**src/rtl/acc_recv_ctrl.sv**
```systemverilog
// Accumulator receive controller: merges incoming partial sums with buffered local products
// into an in-order accumulator. Optional macro ACC_SAT_EN selects signed saturating addition.
module acc_recv_ctrl #(
    parameter int ACC_ADDR_W = 4,
    parameter int ACC_SIZE   = 9,
    parameter int PSUM_W     = 32,
    localparam int IDX_W     = $clog2(ACC_SIZE + 1)
) (
    input  logic                  clk,
    input  logic                  rst,
    input  logic                  acc_valid_in,
    input  logic [ACC_ADDR_W-1:0] acc_addr_in,
    input  logic [PSUM_W-1:0]     psum_in,
    output logic                  acc_ready_out,
    input  logic                  prod_valid,
    input  logic [PSUM_W-1:0]     prod_in,
    output logic                  prod_ready,
    output logic [IDX_W-1:0]      idx,
    input  logic                  idx_init,
    input  logic [ACC_ADDR_W-1:0] acc_rd_addr,
    output logic [PSUM_W-1:0]     acc_rd_data,
    output logic [2:0]            err
);

    localparam int PTR_W = (ACC_SIZE > 1) ? $clog2(ACC_SIZE) : 1;
    localparam int CMP_W = (ACC_ADDR_W > IDX_W) ? ACC_ADDR_W : IDX_W;

    typedef enum logic [1:0] {EMPTY = 2'd0, FILL = 2'd1, FULL = 2'd2} state_t;

    state_t            state_q, state_d;
    logic [IDX_W-1:0]  idx_q, idx_d;
    logic [IDX_W-1:0]  count_q, count_d;
    logic [PTR_W-1:0]  wr_ptr_q, wr_ptr_d;
    logic [PTR_W-1:0]  rd_ptr_q, rd_ptr_d;
    logic              acc_ready_q, acc_ready_d;
    logic [2:0]        err_q, err_d;

    logic [PSUM_W-1:0] acc_mem  [ACC_SIZE];
    logic [PSUM_W-1:0] fifo_mem [ACC_SIZE];

    logic              beat, fifo_empty, fifo_full, fifo_avail, addr_match;
    logic              accept, push, overflow, underflow, mismatch;
    logic [PSUM_W-1:0] head, sum;
    logic [CMP_W-1:0]  addr_ext, idx_ext;

    function automatic logic [PTR_W-1:0] ptr_inc(input logic [PTR_W-1:0] p);
        return (p == PTR_W'(ACC_SIZE - 1)) ? '0 : p + 1'b1;
    endfunction

    always_comb begin
        addr_ext   = CMP_W'(acc_addr_in);
        idx_ext    = CMP_W'(idx_q);
        beat       = acc_valid_in && (state_q != FULL);
        fifo_empty = (count_q == '0);
        fifo_full  = (count_q == IDX_W'(ACC_SIZE));
        // An empty FIFO can still serve a beat if a product arrives in the same cycle.
        fifo_avail = !fifo_empty || prod_valid;
        addr_match = (addr_ext == idx_ext);
        accept     = beat && addr_match && fifo_avail && !idx_init;
        push       = prod_valid && (!fifo_full || accept);
        overflow   = prod_valid && fifo_full && !accept;
        underflow  = beat && !fifo_avail;
        mismatch   = (beat && (!addr_match || idx_init)) || (acc_valid_in && (state_q == FULL));
        head       = fifo_empty ? prod_in : fifo_mem[rd_ptr_q];
    end

`ifdef ACC_SAT_EN
    logic signed [PSUM_W:0] wide_sum;
    always_comb begin
        wide_sum = $signed({psum_in[PSUM_W-1], psum_in}) + $signed({head[PSUM_W-1], head});
        if (wide_sum[PSUM_W] != wide_sum[PSUM_W-1]) begin
            sum = wide_sum[PSUM_W] ? {1'b1, {(PSUM_W-1){1'b0}}} : {1'b0, {(PSUM_W-1){1'b1}}};
        end else begin
            sum = wide_sum[PSUM_W-1:0];
        end
    end
`else
    always_comb begin
        sum = psum_in + head;
    end
`endif

    always_comb begin
        state_d  = state_q;
        idx_d    = idx_q;
        count_d  = count_q;
        wr_ptr_d = wr_ptr_q;
        rd_ptr_d = rd_ptr_q;
        err_d    = err_q | {overflow, underflow, mismatch};

        if (push) begin
            wr_ptr_d = ptr_inc(wr_ptr_q);
        end
        if (accept) begin
            rd_ptr_d = ptr_inc(rd_ptr_q);
        end
        if (push && !accept) begin
            count_d = count_q + 1'b1;
        end else if (accept && !push) begin
            count_d = count_q - 1'b1;
        end

        if (idx_init) begin
            idx_d   = '0;
            state_d = EMPTY;
        end else if (accept) begin
            idx_d   = idx_q + 1'b1;
            state_d = (idx_d == IDX_W'(ACC_SIZE)) ? FULL : FILL;
        end
        acc_ready_d = (state_d == EMPTY);
    end

    always_ff @(posedge clk) begin
        if (!rst) begin
            state_q     <= EMPTY;
            idx_q       <= '0;
            count_q     <= '0;
            wr_ptr_q    <= '0;
            rd_ptr_q    <= '0;
            acc_ready_q <= 1'b1;
            err_q       <= '0;
        end else begin
            state_q     <= state_d;
            idx_q       <= idx_d;
            count_q     <= count_d;
            wr_ptr_q    <= wr_ptr_d;
            rd_ptr_q    <= rd_ptr_d;
            acc_ready_q <= acc_ready_d;
            err_q       <= err_d;
        end
    end

    // Storage arrays carry no reset; their contents are qualified by idx and the FIFO count.
    always_ff @(posedge clk) begin
        if (rst && accept) begin
            acc_mem[ACC_ADDR_W'(idx_q)] <= sum;
        end
        if (rst && push) begin
            fifo_mem[wr_ptr_q] <= prod_in;
        end
    end

    assign acc_ready_out = acc_ready_q;
    assign prod_ready    = !fifo_full;
    assign idx           = idx_q;
    assign err           = err_q;
    assign acc_rd_data   = (32'(acc_rd_addr) < 32'(ACC_SIZE)) ? acc_mem[acc_rd_addr] : '0;

endmodule
```
**config.mk**
```make
export PLATFORM = sky130hd
export DESIGN_NAME = acc_recv_ctrl
export DESIGN_NICKNAME = d
export VERILOG_FILES = /design/src/rtl/acc_recv_ctrl.sv
export SDC_FILE = /design/constraint.sdc
export NUM_CORES = 1
export LEC_CHECK = 0
export ABC_AREA = 1
export CAP_MARGIN = 40
export CORE_AREA = 10 10 234 403
export CTS_CLUSTER_DIAMETER = 60
export DETAILED_ROUTE_END_ITERATION = 6
export DIE_AREA = 0 0 244 413
export HOLD_SLACK_MARGIN = 0.05
export PLACE_DENSITY = 0.45
export SYNTH_ARGS = -nofsm -noshare
export SYNTH_HDL_FRONTEND = slang
export SYNTH_SLANG_ARGS = --single-unit
```
**constraint.sdc**
```tcl
create_clock -name clk -period 5.55 [get_ports clk]
set_input_delay 0.555 -clock clk [delete_from_list [all_inputs] [get_ports clk]]
set_output_delay 0.555 -clock clk [all_outputs]
set_load 0.005 [all_outputs]
```
==> results of run 1 <==
-- Yosys cell counts (33+ instances only) --
library cell	n	area share, %
sky130_fd_sc_hd__o211ai_1	44	1.3
sky130_fd_sc_hd__nand2_1	328	4.7
sky130_fd_sc_hd__nor2_1	344	5.0
sky130_fd_sc_hd__buf_2	33	0.63
sky130_fd_sc_hd__ha_1	44	2.1
sky130_fd_sc_hd__a21oi_1	107	2.1
sky130_fd_sc_hd__clkbuf_1	74	1.1
sky130_fd_sc_hd__edfxtp_1	576	66
sky130_fd_sc_hd__o22ai_1	103	2.5
sky130_fd_sc_hd__nand3_1	95	1.8
sky130_fd_sc_hd__o21ai_0	272	5.2
sky130_fd_sc_hd__inv_1	107	1.5
-- cell families (layout without fill, tap and decap cells) --
group | count (synthesis) | after routing | share of synthesized area, %
compound gates | 559 | 559 | 11.9
xor+xnor | 24 | 24 | 0.806
fa+ha+maj | 46 | 46 | 2.27
buf+inv | 234 | 387 | 3.62
flops | 602 | 602 | 68.4
simple gates | 831 | 831 | 13.1
-- sequential cells by signal, summed over array words and instances (netlist names), named ones only --
register       count
state_q            2
wr_ptr_q           4
rd_ptr_q           4
err                3
acc_ready_out      1
idx                4
acc_mem          288
count_q            4
fifo_mem         288
-- where the power goes --
part           switching (µW)  internal [µW]  total (µW)
clock                    1640           1920        3560
combinational            1250            496        1740
sequential               15.3           5370        5380
total                    2900           7780       10700
-- per-stage QoR --
stage | power, µW | std cells
3_5_place_dp | 7240 | 3522
2_1_floorplan | 6430 | 2296
6_report | 10700 | 3617
3_3_place_gp | 7200 | 3515
4_1_cts | 10800 | 3617
5_1_grt | 11100 | 3617
-- worst max path at each step --
stage / to / cells after the start / from / slack (ps)
CTS: acc_mem[4][13]$_DFFE_PP_ / 16 / flop / 1340
detailed placement: acc_mem[6][31]$_DFFE_PP_ / 19 / flop / 1390
global placement: acc_mem[8][24]$_DFFE_PP_ / 15 / flop / 1440
finish: acc_mem[1][24]$_DFFE_PP_ / 15 / flop / 1320
floorplan: acc_mem[1][0]$_DFFE_PP_ / 8 / acc_valid_in / 1600
global route: acc_mem[4][13]$_DFFE_PP_ / 16 / flop / 1000
-- worst register-to-register path: stages, from the launching register on --
cell                      delay [ps]
sky130_fd_sc_hd__dfxtp_2         430
sky130_fd_sc_hd__inv_1           310
sky130_fd_sc_hd__buf_4           540
sky130_fd_sc_hd__o21ai_0         190
sky130_fd_sc_hd__o22ai_1         150
sky130_fd_sc_hd__nand2_1          60
sky130_fd_sc_hd__nand2_1          90
sky130_fd_sc_hd__nand2_1          50
sky130_fd_sc_hd__a21oi_1         270
sky130_fd_sc_hd__ha_1            350
sky130_fd_sc_hd__a21oi_1         240
sky130_fd_sc_hd__o21ai_0         160
sky130_fd_sc_hd__o21ai_0         570
sky130_fd_sc_hd__nand3_1         160
sky130_fd_sc_hd__nand2_1          90
sky130_fd_sc_hd__nand2_1         210
-- layout make-up --
| type | instances | area (µm²) |
|---|---|---|
| Fill cell | 8718 | 57100 |
| Sequential cell | 602 | 17800 |
| Inverter | 115 | 435 |
| Tap cell | 1168 | 1460 |
| Timing Repair Buffer | 177 | 1770 |
| Clock buffer | 68 | 1400 |
| Clock inverter | 27 | 210 |
| Multi-Input combinational cell | 1460 | 7400 |
-- metal layers --
metal  routed length [µm]  global-route usage (%)  vias to the layer above
met4                 1820                    4.46                        2
met5                   14                       0                        -
met2                43100                    29.4                      418
met1                32000                    18.1                     9003
met3                 3360                    2.03                      109
li1                     -                       -                     8432
==> results.md, run 1 <==
* Post-synthesis register bit count at 602
* Via count at 17964
* Max Clock Freq at 0.236 GHz
* CP peak stage delay at 570 ps
* Setup fix buffers added after clock tree synthesis at 0
* Aggregate routed wire length at 80300 µm
* Worst r2r path cells at 15
* Total of endpoints with negative setup slack in the final report at 0
* Clock tree root driver cell: sky130_fd_sc_hd__clkbuf_16
* Share of final-layout standard cells stronger than drive strength 1 at 7.72%
* Standard cell area after detailed placement at 28900 µm²
* Core ar. at 87600 µm²
* Initial antenna violation count at 1
* CP cell instances: inv_1 > buf_4 > o21ai_0 > o22ai_1 > nand2_1 > nand2_1 > nand2_1 > a21oi_1 > ha_1 > a21oi_1 > o21ai_0 > o21ai_0 > nand3_1 > nand2_1 > nand2_1
* Mapped Avg Cell Area at 11.4 µm²
* Asr flop ratio synth at 0%
* Final weighted congestion in routability-driven placement at 0.839
* Setup slack of the critical path after layout at 1320 ps
* Length of the first detailed-routing pass in iterations at 5
* Sum of net half-perimeters after detailed placement at 51200 µm
* Worst-Skew Late Latency at 640 ps
* Fin Hold WS at 472 ps
* Pin count of the biggest net entering global routing at 78
* Cell area after layout at 30500 µm²
* Source of the worst hold timing path: err[2]$_SDFF_PN0_
* Die extent in y at 413 µm
* Number of library cell types mapped by synthesis at 36
* Mapped Nets at 2419
* Number of max-slew violations in the final report at 0
* Final core occ at 34.8%
* Tightest Hold Check Type: flop to flop
* Total buffers and inverters traversed by the critical path at 2
* Number of primary I/O pins at 118
* First-pass GRT wire length at 118000 µm
* Routed length per placed instance at 22.2 µm
* Most common cell type on the critical path: sky130_fd_sc_hd__nand2_1
* Synthesis-to-layout area growth at 17.0%
* Minimum clock period after layout at 4230 ps
* Synthesized area at 26100 µm²
* Worst R2R End: acc_mem[1][24]$_DFFE_PP_
* Number of global-route vias before repair at 18007
* Worst vdd ir at 0.000234 V
* Critical path startpoint category: flop
* Cell count of the worst hold path at 2
* Number of buffers inserted by port buffering at 117
* Slew @ Worst Pin at 909 ps
* Worst clock skew at 38.2 ps
* Total leakage power at 0.0105 µW
* Clock slew at reported path FFs at 60 ps
* Number of buffers created by CTS at 54
* Worst-case headroom to the max-slew limit at 39.2%
* Outcome: finished clean
* Part of the cycle the worst path needs at 76.3%
* Clock tree from TritonCTS: built
* PD cells at 350 nW/µm²
* Starting density of the core at 29.8%
* Required time worst endpoint at 5820 ps
* Cell at the slowest stage of the critical path: sky130_fd_sc_hd__o21ai_0
* Cell family contributing the most delay on the critical path: compound AO/OA/AOI/OAI gates
* Sum of overflow across all layers after global routing at 0
* Critical setup path kind: flop to flop
* Count of cells resized by post-cts repair at 0
* Detailed Route Iter0 Violations at 1231
* Most used flip-flop cell after synthesis: sky130_fd_sc_hd__edfxtp_1
* Dpl ws at 1390 ps
* Clock sink total at 602
* H-tree level count at 2
* Sequential fraction of the synthesis area at 68.4%
* Max Buffers Root-to-Sink at 3
* RSZ-0062 raised after global routing: false
* Leading cell type in the layout, fill and taps excluded: sky130_fd_sc_hd__edfxtp_1
* Total inserted antenna cells at 0
* Worst Path Arrival at 4510 ps
* Most frequent cells in the layout: 576 x sky130_fd_sc_hd__edfxtp_1, 340 x sky130_fd_sc_hd__nor2_1, 328 x sky130_fd_sc_hd__nand2_1, 272 x sky130_fd_sc_hd__o21ai_0, 115 x sky130_fd_sc_hd__clkdlybuf4s50_1
* Worst-path maximum fanout at 42
* Post-synthesis instance total at 2296
* Internal reg-to-reg setup slack at 1320 ps
* CTS Hold Bufs at 0
* Hold EP: err[2]$_SDFF_PN0_
* Total Nets Final at 2533
* Num rows at 144
* Remaining antenna violation count after routing at 0
* Remaining routing DRC violations at 0
* Yosys warning count at 0
* Full die area at 101000 µm²
* Die width at 244 µm
* Number of max-cap violations at 0
* All-layer global routing usage at 15.6%
* Number of enable flip-flop cells after synthesis at 576
* Final TNS setup at 0 ps
* Category of the worst setup path capture point: flop
* Post-DR vias/cell at 4.97
* Final hold violation count at 0
No activity file was read; power rests on OpenSTA's default activity.
==> run 2: changes to the inputs <==
- PLACE_DENSITY: 0.45 -> 0.47
- clock period: 5.55 -> 3.6 ns (I/O delays scaled with it)
==> run 2 against run 1 <==
- cell count is 3.6% higher
- design area is 5.6% higher
- die area stayed put
- combinational power is 84% higher
- clock power is 65% higher
- via count is 3.2% higher
- largest power group unchanged
==> results.md, run 2 (same netlist as run 1, synthesis figures left out) <==
* Outcome: finished clean
* Source of the worst hold timing path: idx_init
* Slew @ Worst Pin at 891 ps
* Global routing usage on met1 at 17.9%
* Category of the worst setup path capture point: flop
* Clock sink total at 602
* Aggregate routed wire length at 81400 µm
* Die extent in y at 413 µm
* PD cells at 539 nW/µm²
* Leading cell type in the layout, fill and taps excluded: sky130_fd_sc_hd__edfxtp_1
* Cell area after layout at 32200 µm²
* Full die area at 101000 µm²
* Pin count of the biggest net entering global routing at 61
* Number of max-cap violations at 0
* Required time worst endpoint at 4050 ps
* Met2 Usage GRT at 29.1%
* Length of the first detailed-routing pass in iterations at 5
* Max Buffers Root-to-Sink at 3
* Worst-Skew Late Latency at 650 ps
* Total buffers and inverters traversed by the critical path at 7
* Clock tree root driver cell: sky130_fd_sc_hd__clkbuf_16
* Remaining antenna violation count after routing at 0
* Minimum clock period after layout at 3490 ps
* Final core occ at 36.8%
* Routed length per placed instance at 21.7 µm
* Number of max-slew violations in the final report at 0
* Setup slack of the critical path after layout at 114 ps
* Critical path startpoint category: flop
* CP peak stage delay at 370 ps
* Share of final-layout standard cells stronger than drive strength 1 at 14.2%
* Clock slew at reported path FFs at 70 ps
* Sum of net half-perimeters after detailed placement at 51600 µm
* Post-DR vias/cell at 4.94
* Number of primary I/O pins at 118
* Largest registers ranked by flip-flop count: acc_mem x288, fifo_mem x288
* Internal reg-to-reg setup slack at 110 ps
* Worst vdd ir at 0.000380 V
* Core ar. at 87600 µm²
* Sum of overflow across all layers after global routing at 0
* Final hold violation count at 0
* Dpl ws at -63.0 ps
* All-layer global routing usage at 15.6%
* Final weighted congestion in routability-driven placement at 0.916
* Met3 demand-to-capacity share in global routing at 2.15%
* Most frequent cells in the layout: 576 x sky130_fd_sc_hd__edfxtp_1, 338 x sky130_fd_sc_hd__nor2_1, 321 x sky130_fd_sc_hd__nand2_1, 267 x sky130_fd_sc_hd__o21ai_0, 141 x sky130_fd_sc_hd__buf_4
* Number of buffers created by CTS at 54
* Critical setup path kind: flop to flop
* Worst-path maximum fanout at 19
* Max Clock Freq at 0.287 GHz
* Worst Path Arrival at 3940 ps
* Cell family contributing the most delay on the critical path: buffers and inverters
* Final TNS setup at 0 ps
* Number of global-route vias before repair at 18957
* Standard cell area after detailed placement at 30100 µm²
* Overall power after layout at 17400 µW
* Die width at 244 µm
* CP cell instances: buf_4 > clkbuf_16 > or2_2 > o211ai_1 > nand3_1 > nand3_1 > a21oi_1 > buf_4 > ha_1 > nand2_1 > buf_4 > nor2_1 > a21oi_1 > buf_4 > buf_4 > nand3_2 > xor2_2 > buf_4
* Detailed Route Iter0 Violations at 1367
* Tightest Hold Check Type: input port to flop
* Part of the cycle the worst path needs at 96.8%
* First-pass GRT wire length at 119000 µm
* CTS Hold Bufs at 0
* Via count at 18533
* Total Nets Final at 2659
* Synthesis-to-layout area growth at 23.5%
* Initial antenna violation count at 6
* Worst clock skew at 61.2 ps
* Grt peak-use layer: met2
* # fillers at 8674
* Starting density of the core at 29.8%
* H-tree level count at 2
* Total leakage power at 0.0114 µW
* Cell at the slowest stage of the critical path: sky130_fd_sc_hd__dfxtp_4
* Most common cell type on the critical path: sky130_fd_sc_hd__buf_4
* Total of endpoints with negative setup slack in the final report at 0
* Worst-case headroom to the max-slew limit at 40.4%
* Clock tree from TritonCTS: built
* Number of buffers inserted by port buffering at 117
* Remaining routing DRC violations at 0
* Num rows at 144
[run 2: final cells by class]
class	instances	area, µm²	area share [%]
Sequential cell	602	17800	55.4
Inverter	115	440	1.37
Timing Repair Buffer	303	3120	9.68
Clock inverter	42	414	1.29
Tap cell	1168	1460	4.54
Clock buffer	58	1370	4.24
Multi-Input combinational cell	1460	7570	23.5
Antenna cell	1	2.50	0.00777
[run 2: per-layer routing]
metal	vias up	part of all wire (%)
li1	8706	-
met1	9253	40
met5	-	0.043
met4	6	2.6
met3	107	4.4
met2	461	53
[run 2: per-stage QoR]
| step | hold WS, ps | std cells |
|---|---|---|
| 2_1_floorplan | 449 | 2296 |
| 3_3_place_gp | 461 | 3640 |
| 3_5_place_dp | 472 | 3640 |
| 4_1_cts | 324 | 3740 |
| 5_1_grt | 357 | 3749 |
| 6_report | 364 | 3749 |
[run 2: what timing repair did]
| item | CTS | global route |
|---|---|---|
| resized for setup | 3 | 45 |
| gates cloned | 0 | 5 |
| endpoints found under the setup margin | 39 | 189 |
| setup buffers | 0 | 3 |
| pin swaps | 0 | 4 |
[run 2: where the power goes]
group          internal (µW)  switching, µW  total, µW  leakage [µW]
sequential              8270           21.0       8290       0.00540
combinational           1160           2040       3210       0.00509
clock                   3210           2650       5860      0.000877
[run 2: path summary, 6_finish.rpt]
check                        endpoint  cells past startpoint
max          acc_mem[4][18]$_DFFE_PP_                     18
min          acc_ready_out$_SDFF_PN1_                      3
max reg2reg  acc_mem[4][18]$_DFFE_PP_                     18
min reg2reg         err[2]$_SDFF_PN0_                      2
[run 2: tightest hold or removal path: cells and delay by family]
| family | cells | cell delay, ps |
|---|---|---|
| buf+inv | 1 | 500 |
| compound gates | 1 | 50 |
| simple gates | 1 | 50 |
